===== src/rtl/can_host_mailbox.sv =====
// rtl/can_host_mailbox.sv - host-side TX/RX mailbox responder for one CAN node (optional feature macro: RETX_PRIO_EN)
module can_host_mailbox #(
    parameter int                DATA_SIZE = 64,
    parameter int                ID_SIZE   = 11,
    parameter int                TX_DEPTH  = 4,
    parameter int                RX_DEPTH  = 4,
    parameter int                MAX_RETRY = 3,
    parameter logic [ID_SIZE-1:0] IDLE_ID  = {ID_SIZE{1'b1}}
) (
    input  logic                 clock,
    input  logic                 reset,
    input  logic                 tx_push,
    input  logic [DATA_SIZE-1:0] tx_data,
    input  logic [ID_SIZE-1:0]   tx_id,
    input  logic [ID_SIZE-1:0]   tx_rx_id,
    output logic                 tx_full,
    output logic                 tx_done,
    output logic                 tx_abort,
    output logic                 tx_underrun,
    input  logic                 rx_pop,
    output logic [DATA_SIZE-1:0] rx_data,
    output logic                 rx_valid,
    output logic                 rx_overflow,
    input  logic                 rx_ovf_clr,
    input  logic                 data_in_req,
    input  logic                 data_out_req,
    input  logic [DATA_SIZE-1:0] Rx_packet,
    input  logic                 Retransmit,
    output logic [DATA_SIZE-1:0] In_packet,
    output logic [ID_SIZE-1:0]   Tx_ID,
    output logic [ID_SIZE-1:0]   Rx_ID
);

    localparam int TX_AW = $clog2(TX_DEPTH);
    localparam int TX_CW = TX_AW + 1;
    localparam int RX_AW = $clog2(RX_DEPTH);
    localparam int RX_CW = RX_AW + 1;

    localparam logic [TX_CW-1:0] TX_FULL_CNT = TX_CW'(TX_DEPTH);
    localparam logic [RX_CW-1:0] RX_FULL_CNT = RX_CW'(RX_DEPTH);
    localparam logic [3:0]       RETRY_LIM   = 4'(MAX_RETRY);

    typedef enum logic {
        ST_IDLE,
        ST_INFLIGHT
    } state_t;

    // ---------------- TX mailbox FIFO ----------------
    logic [DATA_SIZE-1:0] r_tx_data [TX_DEPTH];
    logic [ID_SIZE-1:0]   r_tx_id   [TX_DEPTH];
    logic [ID_SIZE-1:0]   r_tx_rxid [TX_DEPTH];
    logic [TX_AW-1:0]     r_tx_wr_ptr;
    logic [TX_AW-1:0]     r_tx_rd_ptr;
    logic [TX_CW-1:0]     r_tx_count;

    logic w_tx_empty;
    logic w_tx_full;
    logic w_tx_pop;
    logic w_tx_wr;

    assign w_tx_empty = (r_tx_count == '0);
    assign w_tx_full  = (r_tx_count == TX_FULL_CNT);
    // A request always consumes the head when one exists; a push into a full
    // FIFO is only accepted when that pop frees a slot in the same cycle.
    assign w_tx_pop   = data_in_req & ~w_tx_empty;
    assign w_tx_wr    = tx_push & (~w_tx_full | w_tx_pop);
    assign tx_full    = w_tx_full;

    // TX storage write; contents need no reset because the pointers gate reads
    always_ff @(posedge clock) begin
        if (w_tx_wr) begin
            r_tx_data[r_tx_wr_ptr] <= tx_data;
            r_tx_id[r_tx_wr_ptr]   <= tx_id;
            r_tx_rxid[r_tx_wr_ptr] <= tx_rx_id;
        end
    end

    // TX pointers and occupancy
    always_ff @(posedge clock) begin
        if (reset) begin
            r_tx_wr_ptr <= '0;
            r_tx_rd_ptr <= '0;
            r_tx_count  <= '0;
        end else begin
            if (w_tx_wr) begin
                r_tx_wr_ptr <= r_tx_wr_ptr + TX_AW'(1);
            end
            if (w_tx_pop) begin
                r_tx_rd_ptr <= r_tx_rd_ptr + TX_AW'(1);
            end
            case ({w_tx_wr, w_tx_pop})
                2'b10:   r_tx_count <= r_tx_count + TX_CW'(1);
                2'b01:   r_tx_count <= r_tx_count - TX_CW'(1);
                default: r_tx_count <= r_tx_count;
            endcase
        end
    end

    // ---------------- Request/retry FSM ----------------
    state_t               r_state;
    state_t               w_nxt_state;
    logic [3:0]           r_retry_cnt;
    logic [3:0]           w_nxt_retry;
    logic [DATA_SIZE-1:0] r_in_packet;
    logic [DATA_SIZE-1:0] w_nxt_in_packet;
    logic [ID_SIZE-1:0]   r_tx_id_out;
    logic [ID_SIZE-1:0]   w_nxt_tx_id;
    logic [ID_SIZE-1:0]   r_rx_id_out;
    logic [ID_SIZE-1:0]   w_nxt_rx_id;
    logic                 r_tx_done;
    logic                 w_nxt_done;
    logic                 r_tx_abort;
    logic                 w_nxt_abort;
    logic                 r_tx_underrun;
    logic                 w_nxt_underrun;

    // State and registered node-facing outputs
    always_ff @(posedge clock) begin
        if (reset) begin
            r_state       <= ST_IDLE;
            r_retry_cnt   <= '0;
            r_in_packet   <= '0;
            r_tx_id_out   <= IDLE_ID;
            r_rx_id_out   <= '0;
            r_tx_done     <= 1'b0;
            r_tx_abort    <= 1'b0;
            r_tx_underrun <= 1'b0;
        end else begin
            r_state       <= w_nxt_state;
            r_retry_cnt   <= w_nxt_retry;
            r_in_packet   <= w_nxt_in_packet;
            r_tx_id_out   <= w_nxt_tx_id;
            r_rx_id_out   <= w_nxt_rx_id;
            r_tx_done     <= w_nxt_done;
            r_tx_abort    <= w_nxt_abort;
            r_tx_underrun <= w_nxt_underrun;
        end
    end

    // Next state: a new request always wins over a same-cycle Retransmit
    always_comb begin
        w_nxt_state     = r_state;
        w_nxt_retry     = r_retry_cnt;
        w_nxt_in_packet = r_in_packet;
        w_nxt_tx_id     = r_tx_id_out;
        w_nxt_rx_id     = r_rx_id_out;
        w_nxt_done      = 1'b0;
        w_nxt_abort     = 1'b0;
        w_nxt_underrun  = 1'b0;

        if (data_in_req) begin
            // Asking for the next frame implies the previous one went out.
            w_nxt_done  = (r_state == ST_INFLIGHT);
            w_nxt_retry = '0;
            if (!w_tx_empty) begin
                w_nxt_in_packet = r_tx_data[r_tx_rd_ptr];
                w_nxt_tx_id     = r_tx_id[r_tx_rd_ptr];
                w_nxt_rx_id     = r_tx_rxid[r_tx_rd_ptr];
                w_nxt_state     = ST_INFLIGHT;
            end else begin
                w_nxt_in_packet = '0;
                w_nxt_tx_id     = IDLE_ID;
                w_nxt_rx_id     = '0;
                w_nxt_underrun  = 1'b1;
                w_nxt_state     = ST_IDLE;
            end
        end else if (Retransmit && (r_state == ST_INFLIGHT)) begin
            if (r_retry_cnt < RETRY_LIM) begin
                w_nxt_retry = r_retry_cnt + 4'd1;
`ifdef RETX_PRIO_EN
                // Highest arbitration priority for the resend; the original
                // identifier is deliberately not restored on later retries.
                w_nxt_tx_id = '0;
`endif
            end else begin
                w_nxt_abort     = 1'b1;
                w_nxt_retry     = '0;
                w_nxt_in_packet = '0;
                w_nxt_tx_id     = IDLE_ID;
                w_nxt_rx_id     = '0;
                w_nxt_state     = ST_IDLE;
            end
        end
    end

    assign In_packet   = r_in_packet;
    assign Tx_ID       = r_tx_id_out;
    assign Rx_ID       = r_rx_id_out;
    assign tx_done     = r_tx_done;
    assign tx_abort    = r_tx_abort;
    assign tx_underrun = r_tx_underrun;

    // ---------------- RX mailbox FIFO ----------------
    logic [DATA_SIZE-1:0] r_rx_mem [RX_DEPTH];
    logic [RX_AW-1:0]     r_rx_wr_ptr;
    logic [RX_AW-1:0]     r_rx_rd_ptr;
    logic [RX_CW-1:0]     r_rx_count;
    logic                 r_rx_overflow;

    logic w_rx_empty;
    logic w_rx_full;
    logic w_rx_pop;
    logic w_rx_wr;
    logic w_rx_ovf;

    assign w_rx_empty = (r_rx_count == '0);
    assign w_rx_full  = (r_rx_count == RX_FULL_CNT);
    assign w_rx_pop   = rx_pop & ~w_rx_empty;
    assign w_rx_wr    = data_out_req & (~w_rx_full | w_rx_pop);
    assign w_rx_ovf   = data_out_req & w_rx_full & ~w_rx_pop;

    // RX storage write
    always_ff @(posedge clock) begin
        if (w_rx_wr) begin
            r_rx_mem[r_rx_wr_ptr] <= Rx_packet;
        end
    end

    // RX pointers, occupancy and sticky overflow (a new overflow beats clear)
    always_ff @(posedge clock) begin
        if (reset) begin
            r_rx_wr_ptr   <= '0;
            r_rx_rd_ptr   <= '0;
            r_rx_count    <= '0;
            r_rx_overflow <= 1'b0;
        end else begin
            if (w_rx_wr) begin
                r_rx_wr_ptr <= r_rx_wr_ptr + RX_AW'(1);
            end
            if (w_rx_pop) begin
                r_rx_rd_ptr <= r_rx_rd_ptr + RX_AW'(1);
            end
            case ({w_rx_wr, w_rx_pop})
                2'b10:   r_rx_count <= r_rx_count + RX_CW'(1);
                2'b01:   r_rx_count <= r_rx_count - RX_CW'(1);
                default: r_rx_count <= r_rx_count;
            endcase
            if (w_rx_ovf) begin
                r_rx_overflow <= 1'b1;
            end else if (rx_ovf_clr) begin
                r_rx_overflow <= 1'b0;
            end
        end
    end

    assign rx_data     = r_rx_mem[r_rx_rd_ptr];
    assign rx_valid    = ~w_rx_empty;
    assign rx_overflow = r_rx_overflow;

endmodule


===== config.mk =====
export PLATFORM = sky130hd
export DESIGN_NAME = can_host_mailbox
export DESIGN_NICKNAME = d
export VERILOG_FILES = /design/src/rtl/can_host_mailbox.sv
export SDC_FILE = /design/constraint.sdc
export NUM_CORES = 1
export LEC_CHECK = 0
export ABC_AREA = 1
export ABC_CLOCK_PERIOD_IN_PS = 13000
export BUFFER_PORTS_ARGS = -buffer_cell sky130_fd_sc_hd__buf_2
export CAP_MARGIN = 20
export CORE_MARGIN = 2
export CORE_UTILIZATION = 35
export CTS_BUF_LIST = sky130_fd_sc_hd__clkbuf_8
export DETAILED_ROUTE_END_ITERATION = 8
export PLACE_DENSITY_LB_ADDON = 0.25
export RECOVER_POWER = 100
export SLEW_MARGIN = 20
export SYNTH_ARGS = -nofsm -noshare
export SYNTH_HDL_FRONTEND = slang
export SYNTH_SLANG_ARGS = --single-unit

===== constraint.sdc =====
create_clock -name clock -period 13 [get_ports clock]
set_clock_uncertainty 0.1 [all_clocks]
set_input_delay 0 -clock clock [delete_from_list [all_inputs] [get_ports clock]]
set_output_delay 0 -clock clock [all_outputs]
set_load 0.1 [all_outputs]

### Yosys cells after proc, flatten, opt, wreduce, memory -nomap -nowiden

Memories as Yosys holds them, arrays and structs flattened. A register that Yosys moved wholly into a read port is not among the register bits.
Cells that the tools add are included.

| storage, ports and cells | value |
|---|---|
| ROM bits | 0 |
| register bits after elaboration | 109 |
| memories kept | 4 |
| latch bits | 0 |
| logic and storage cells | 97 |
| bits in writable memories | 600 |
| bits of input ports | 158 |
| output and inout bits | 156 |

| cells by class | value |
|---|---|
| reductions and logical operators | 11 |
| shift-type cells | 0 |
| magnitude comparators | 1 |
| $add $sub $neg | 9 |
| multiply operators | 0 |
| mux-type cells | 35 |
| div/mod/pow operators | 0 |
| equal/unequal tests | 7 |
| bitwise operators | 15 |

Memories:

| name | words | bits a word | read ports | clocked after Yosys merged registers in | wr ports | line | source |
|---|---|---|---|---|---|---|---|
| r_rx_mem | 4 | 64 | 1 | 1 | 1 | 194 | `logic [DATA_SIZE-1:0] r_rx_mem [RX_DEPTH];` |
| r_tx_data | 4 | 64 | 1 | 1 | 1 | 49 | `logic [DATA_SIZE-1:0] r_tx_data [TX_DEPTH];` |
| r_tx_id | 4 | 11 | 1 | 1 | 1 | 50 | `logic [ID_SIZE-1:0] r_tx_id [TX_DEPTH];` |
| r_tx_rxid | 4 | 11 | 1 | 1 | 1 | 51 | `logic [ID_SIZE-1:0] r_tx_rxid [TX_DEPTH];` |

Operators with widths:

| cell | number |
|---|---|
| $mux 64 | 4 |
| $mux 11 | 8 |
| $mux 2 | 8 |
| $mux 1 | 12 |
| $pmux 3 s2 | 2 |
| $add 2x1->2 const B | 4 |
| $reduce_bool 2->1 | 4 |
| $not 1->1 | 7 |
| $add 3x1->3 const B | 2 |
| $and 1x1->1 | 6 |
| $eq 3x3->1 const B | 2 |
| $logic_not 3->1 | 2 |
| $sub 3x1->3 const B | 2 |
| $add 4x1->4 const B | 1 |
| $eq 2x1->1 const B | 2 |
| $eq 2x2->1 const B | 2 |
| $lt 4x2->1 const B | 1 |
| $mux 4 | 1 |
| $reduce_or 2->1 | 2 |
| $reduce_or 3->1 | 1 |
| $ne 2x2->1 const B | 1 |
| $or 1x1->1 | 2 |
| $reduce_and 2->1 | 1 |
| $logic_and 1x1->1 | 1 |

### Longest topological paths before layout

| depth | value |
|---|---|
| depth after elaboration | 7 |
| gate-level depth with buffers | 9 |
| depth with buffers taken out | 9 |

### Worst setup path before layout

OpenSTA, ideal clock, no wires.

| timing | value |
|---|---|
| path kind | register -> register |
| from | register r_tx_count[0] |
| to | memory r_tx_data[0][0], enable pin |
| path slack | 8.155 ns |
| setup time | 0.531 ns |
| period minus slack after synthesis | 4.845 ns |
| path buffers | 0 |
| stages on the path, launching flop included | 5 |
| data arrival time | 4.214 ns |
| path through | dfxtp_1 nor2_1 nand2_1 o21ai_2 nor2_1 |

| on the way | value |
|---|---|
| cells in the longest elaborated chain, start to end | 7 |

Ends and longest elaborated chain:

| what | line | source |
|---|---|---|
| from (decl) | 54 | `logic [TX_CW-1:0] r_tx_count;` |
| from (signal assigned) | 92 | `2'b10: r_tx_count <= r_tx_count + TX_CW'(1);` |
| from (signal assigned) | 93 | `2'b01: r_tx_count <= r_tx_count - TX_CW'(1);` |
| from (signal assigned) | 94 | `default: r_tx_count <= r_tx_count;` |
| $logic_not 3->1 | 61 | `assign w_tx_empty = (r_tx_count == '0);` |
| $not 1->1 | 65 | `assign w_tx_pop = data_in_req & ~w_tx_empty;` |
| $and 1x1->1 | 65 |  |
| $or 1x1->1 (*) | 66 | `assign w_tx_wr = tx_push & (~w_tx_full \| w_tx_pop);` |
| $and 1x1->1 (*) | 66 |  |
| $mux 1 (*) | 71 | `if (w_tx_wr) begin` |
| $mux 1 (not written as such) (*) | 72 | `r_tx_data[r_tx_wr_ptr] <= tx_data;` |
| to (decl) | 49 |  |

Every way passes the cells marked *; elsewhere a longest branch is shown, timed or not.

==> impl_metrics.tcl <==
set metrics [dict create \
    outcome "finished, violations left" \
    violations "capacitance limit, slew limit" \
    port_buffers 313 \
    die_y_um 278.6 \
    path_max_fanout 86 \
    swShare_pct 35.09 \
    dieArea_um2 77640 \
    place_area_um2 28890 \
    syn_to_final_growth_pct 29.28 \
    slew_headroom_pct -199.0 \
    globalplace.congestion 0.7399 \
    critPathRequiredTime_ps 12900 \
    die_x_um 278.6 \
    pin_count 314 \
    p_seq_share_pct 45.0 \
    rows 100 \
    syn_nets 2203 \
    grt_antenna_before_repair 11 \
    cts_tree "built" \
    htree_num_levels 3 \
    tightest_slew_ps 4486 \
    initial_core_util_pct 35.40 \
    postCtsHoldBufs 314 \
    path_class "register to output pin" \
    p_per_area_nw_per_um2 176.9 \
    final_antenna_net_count 0 \
    clkPwrFrac_pct 31.6 \
    hold_violations 0 \
    cap_violations 19 \
    rsz0062_at_grt "no" \
    syn_inst 2034 \
    vias_per_cell 4.838 \
    first_iter_violations 1074 \
    reg2reg_slack_ps 6490 \
    ys_warn_count 0 \
    period_share_pct 56.53 \
    worstPathArrival_ps 7250 \
    dpl.hpwl_mm 35.49 \
    grt_usage_pct 17.03 \
    period_minus_slack_ps 7348 \
    grt_pass1_vias 18614 \
    synthesis.area_um2 26400 \
    cts_resized 0 \
    whs_ps 108.8 \
    min_path_type "primary input to register" \
    peakVddDrop_mv 0.1138 \
    cts_buffers 117 \
    finalSetupTns_ps 0 \
    grt_overflow 0 \
    wl_per_cell_um 17.88 \
    synth.distinct_cells 30 \
    dr_total_vias 18185 \
    power_switching_w 0.002118 \
    first_pass_iters 7 \
    grt_max_degree 91 \
    clockBufferDepth 3 \
    layoutNonFillerInstCount 3759 \
    avgSynthCellArea_um2 12.98 \
    nNetsFinal 2851 \
    routed_wl_mm 67.21 \
    cp-start-kind "register" \
    core_area_um2 74570 \
    endpoint_kind "output pin" \
    place_inst 3218 \
    p_comb_share_pct 23.4 \
    cts_num_sinks 713 \
    p_total_w 0.006036 \
    final_design_area_no_fill_um2 34130 \
    drc 0 \
    slew_violations 951 \
    ys_seq_area_share_pct 76.82 \
    cts_root_buf "clkbuf_8" \
    ys_ff_latch 713 \
    clkTransAtPathRegs_ps 60 \
    final_cell_mix "600 x edfxtp_1, 356 x nor2_1, 314 x dlygate4sd3_1" \
    leakagePower_nw 12.12 \
    max_freq_mhz 136.1 \
    grt_pass1_wl_mm 103.3 \
    final_common_cell "edfxtp_1" \
    p_int_w 0.003918 \
    clk_latency_ps 730 \
    drive_gt1_share_pct 13.04 \
    post-cts-setup-buffer-count 0 \
    finalSetupViolCount 0 \
]
## state kept, by name, indices dropped and copies added, names as in the netlist, named ones only
signal and count:
rx_overflow 1, tx_underrun 1, r_tx_rxid 44, r_rx_wr_ptr 2, r_state 1, tx_done 1
r_tx_id 44, tx_abort 1, Tx_ID 11, In_packet 64, r_rx_mem 256, r_tx_count 3
r_rx_rd_ptr 2, r_tx_rd_ptr 2, r_rx_count 3, r_tx_wr_ptr 2, r_retry_cnt 4, r_tx_data 256
Rx_ID 11
## stage by stage
| stage | worst slack, ps | utilization [%] |
|---|---|---|
| floorplan | 8155 | - |
| global placement | 10060 | 38.74 |
| detailed placement | 10080 | 38.74 |
| CTS | 9283 | 46.11 |
| global route | 4763 | 45.76 |
| finish | 5652 | 45.77 |
## cell usage after synthesis
master    number  share of area (%)
inv_1         39               0.55
and3_1         1              0.024
clkbuf_2       3              0.057
clkinv_1       1              0.014
dfxtp_1      113                8.6
nor3_1         5              0.095
a21oi_1       54                1.0
edfxtp_1     600                 68
a21oi_4        1              0.062
nand4_1        3              0.071
buf_6          5               0.21
ha_1           9               0.43
nand2_1      183                2.6
nor2_1       363                5.2
nor2_2         1              0.024
clkbuf_1      61               0.87
inv_2          3              0.043
o211ai_1      12               0.34
o21ai_2        2              0.066
o22ai_1      100                2.4
buf_1         12               0.17
buf_2         41               0.78
nand3_1       55                1.0
fa_1           2               0.15
a21boi_0       1              0.028
o21ai_0      297                5.6
buf_4          3              0.085
o21ai_1       51               0.97
or2_2         12               0.28
o21bai_1       1              0.028
## cell type report
type	count	area, um^2
multi-input cells	1153	5435
well taps	969	1212
clock buffers	136	1872
fillers	6831	40440
diodes	7	17.52
repair buffers	654	4657
clock inverters	84	478.0
flip-flops and latches	713	20290
inverters	43	165.2
## power groups by stage
stage | sequential (W) | clock [W] | combinational, W
5_1_grt | 0.00273 | 0.00208 | 0.00151
4_1_cts | 0.00270 | 0.00197 | 0.00145
3_3_place_gp | 0.00275 | 0 | 0.00136
3_5_place_dp | 0.00275 | 0 | 0.00137
6_report | 0.00272 | 0.00191 | 0.00141
2_1_floorplan | 0.00300 | 0 | 0.000827
## path summary, 6_finish.rpt
check                                    from                          end  cells after the start
setup / recovery                     register                  rx_data[63]                      5
hold / removal                    data_in_req  r_retry_cnt[1]$_SDFFE_PP0P_                      5
setup reg to reg   r_tx_count[0]$_SDFFE_PP0P_    r_tx_rxid[3][8]$_DFFE_PP_                      6
hold reg to reg   r_retry_cnt[3]$_SDFFE_PP0P_  r_retry_cnt[3]$_SDFFE_PP0P_                      2
## kinds of logic (layout without fill, tap and decap cells)
logic type / Yosys count / after routing / synth area share (%)
compound gates: 519 / 519 / 10.52
fa+ha+maj: 11 / 11 / 0.5782
buf+inv: 168 / 917 / 2.782
flops: 713 / 713 / 76.82
simple gates: 623 / 623 / 9.304
other cells: 0 / 7 / 0
## critical path: stages (launching register included)
cell and delay (ps):
dfxtp_1 870, clkinvlp_2 1350, clkbuf_1 2670, o21ai_0 350, o22ai_1 310, clkbuf_1 890
## layer usage
metal | GRT usage (%) | vias to the layer above | routed length (um)
met3 | 4.351 | 93 | 4599
li1 | - | 8674 | -
met4 | 4.880 | 10 | 1076
met2 | 28.99 | 491 | 32380
met1 | 21.45 | 8917 | 29100
met5 | 0 | - | 50
No activity file was read; power rests on OpenSTA's default activity.
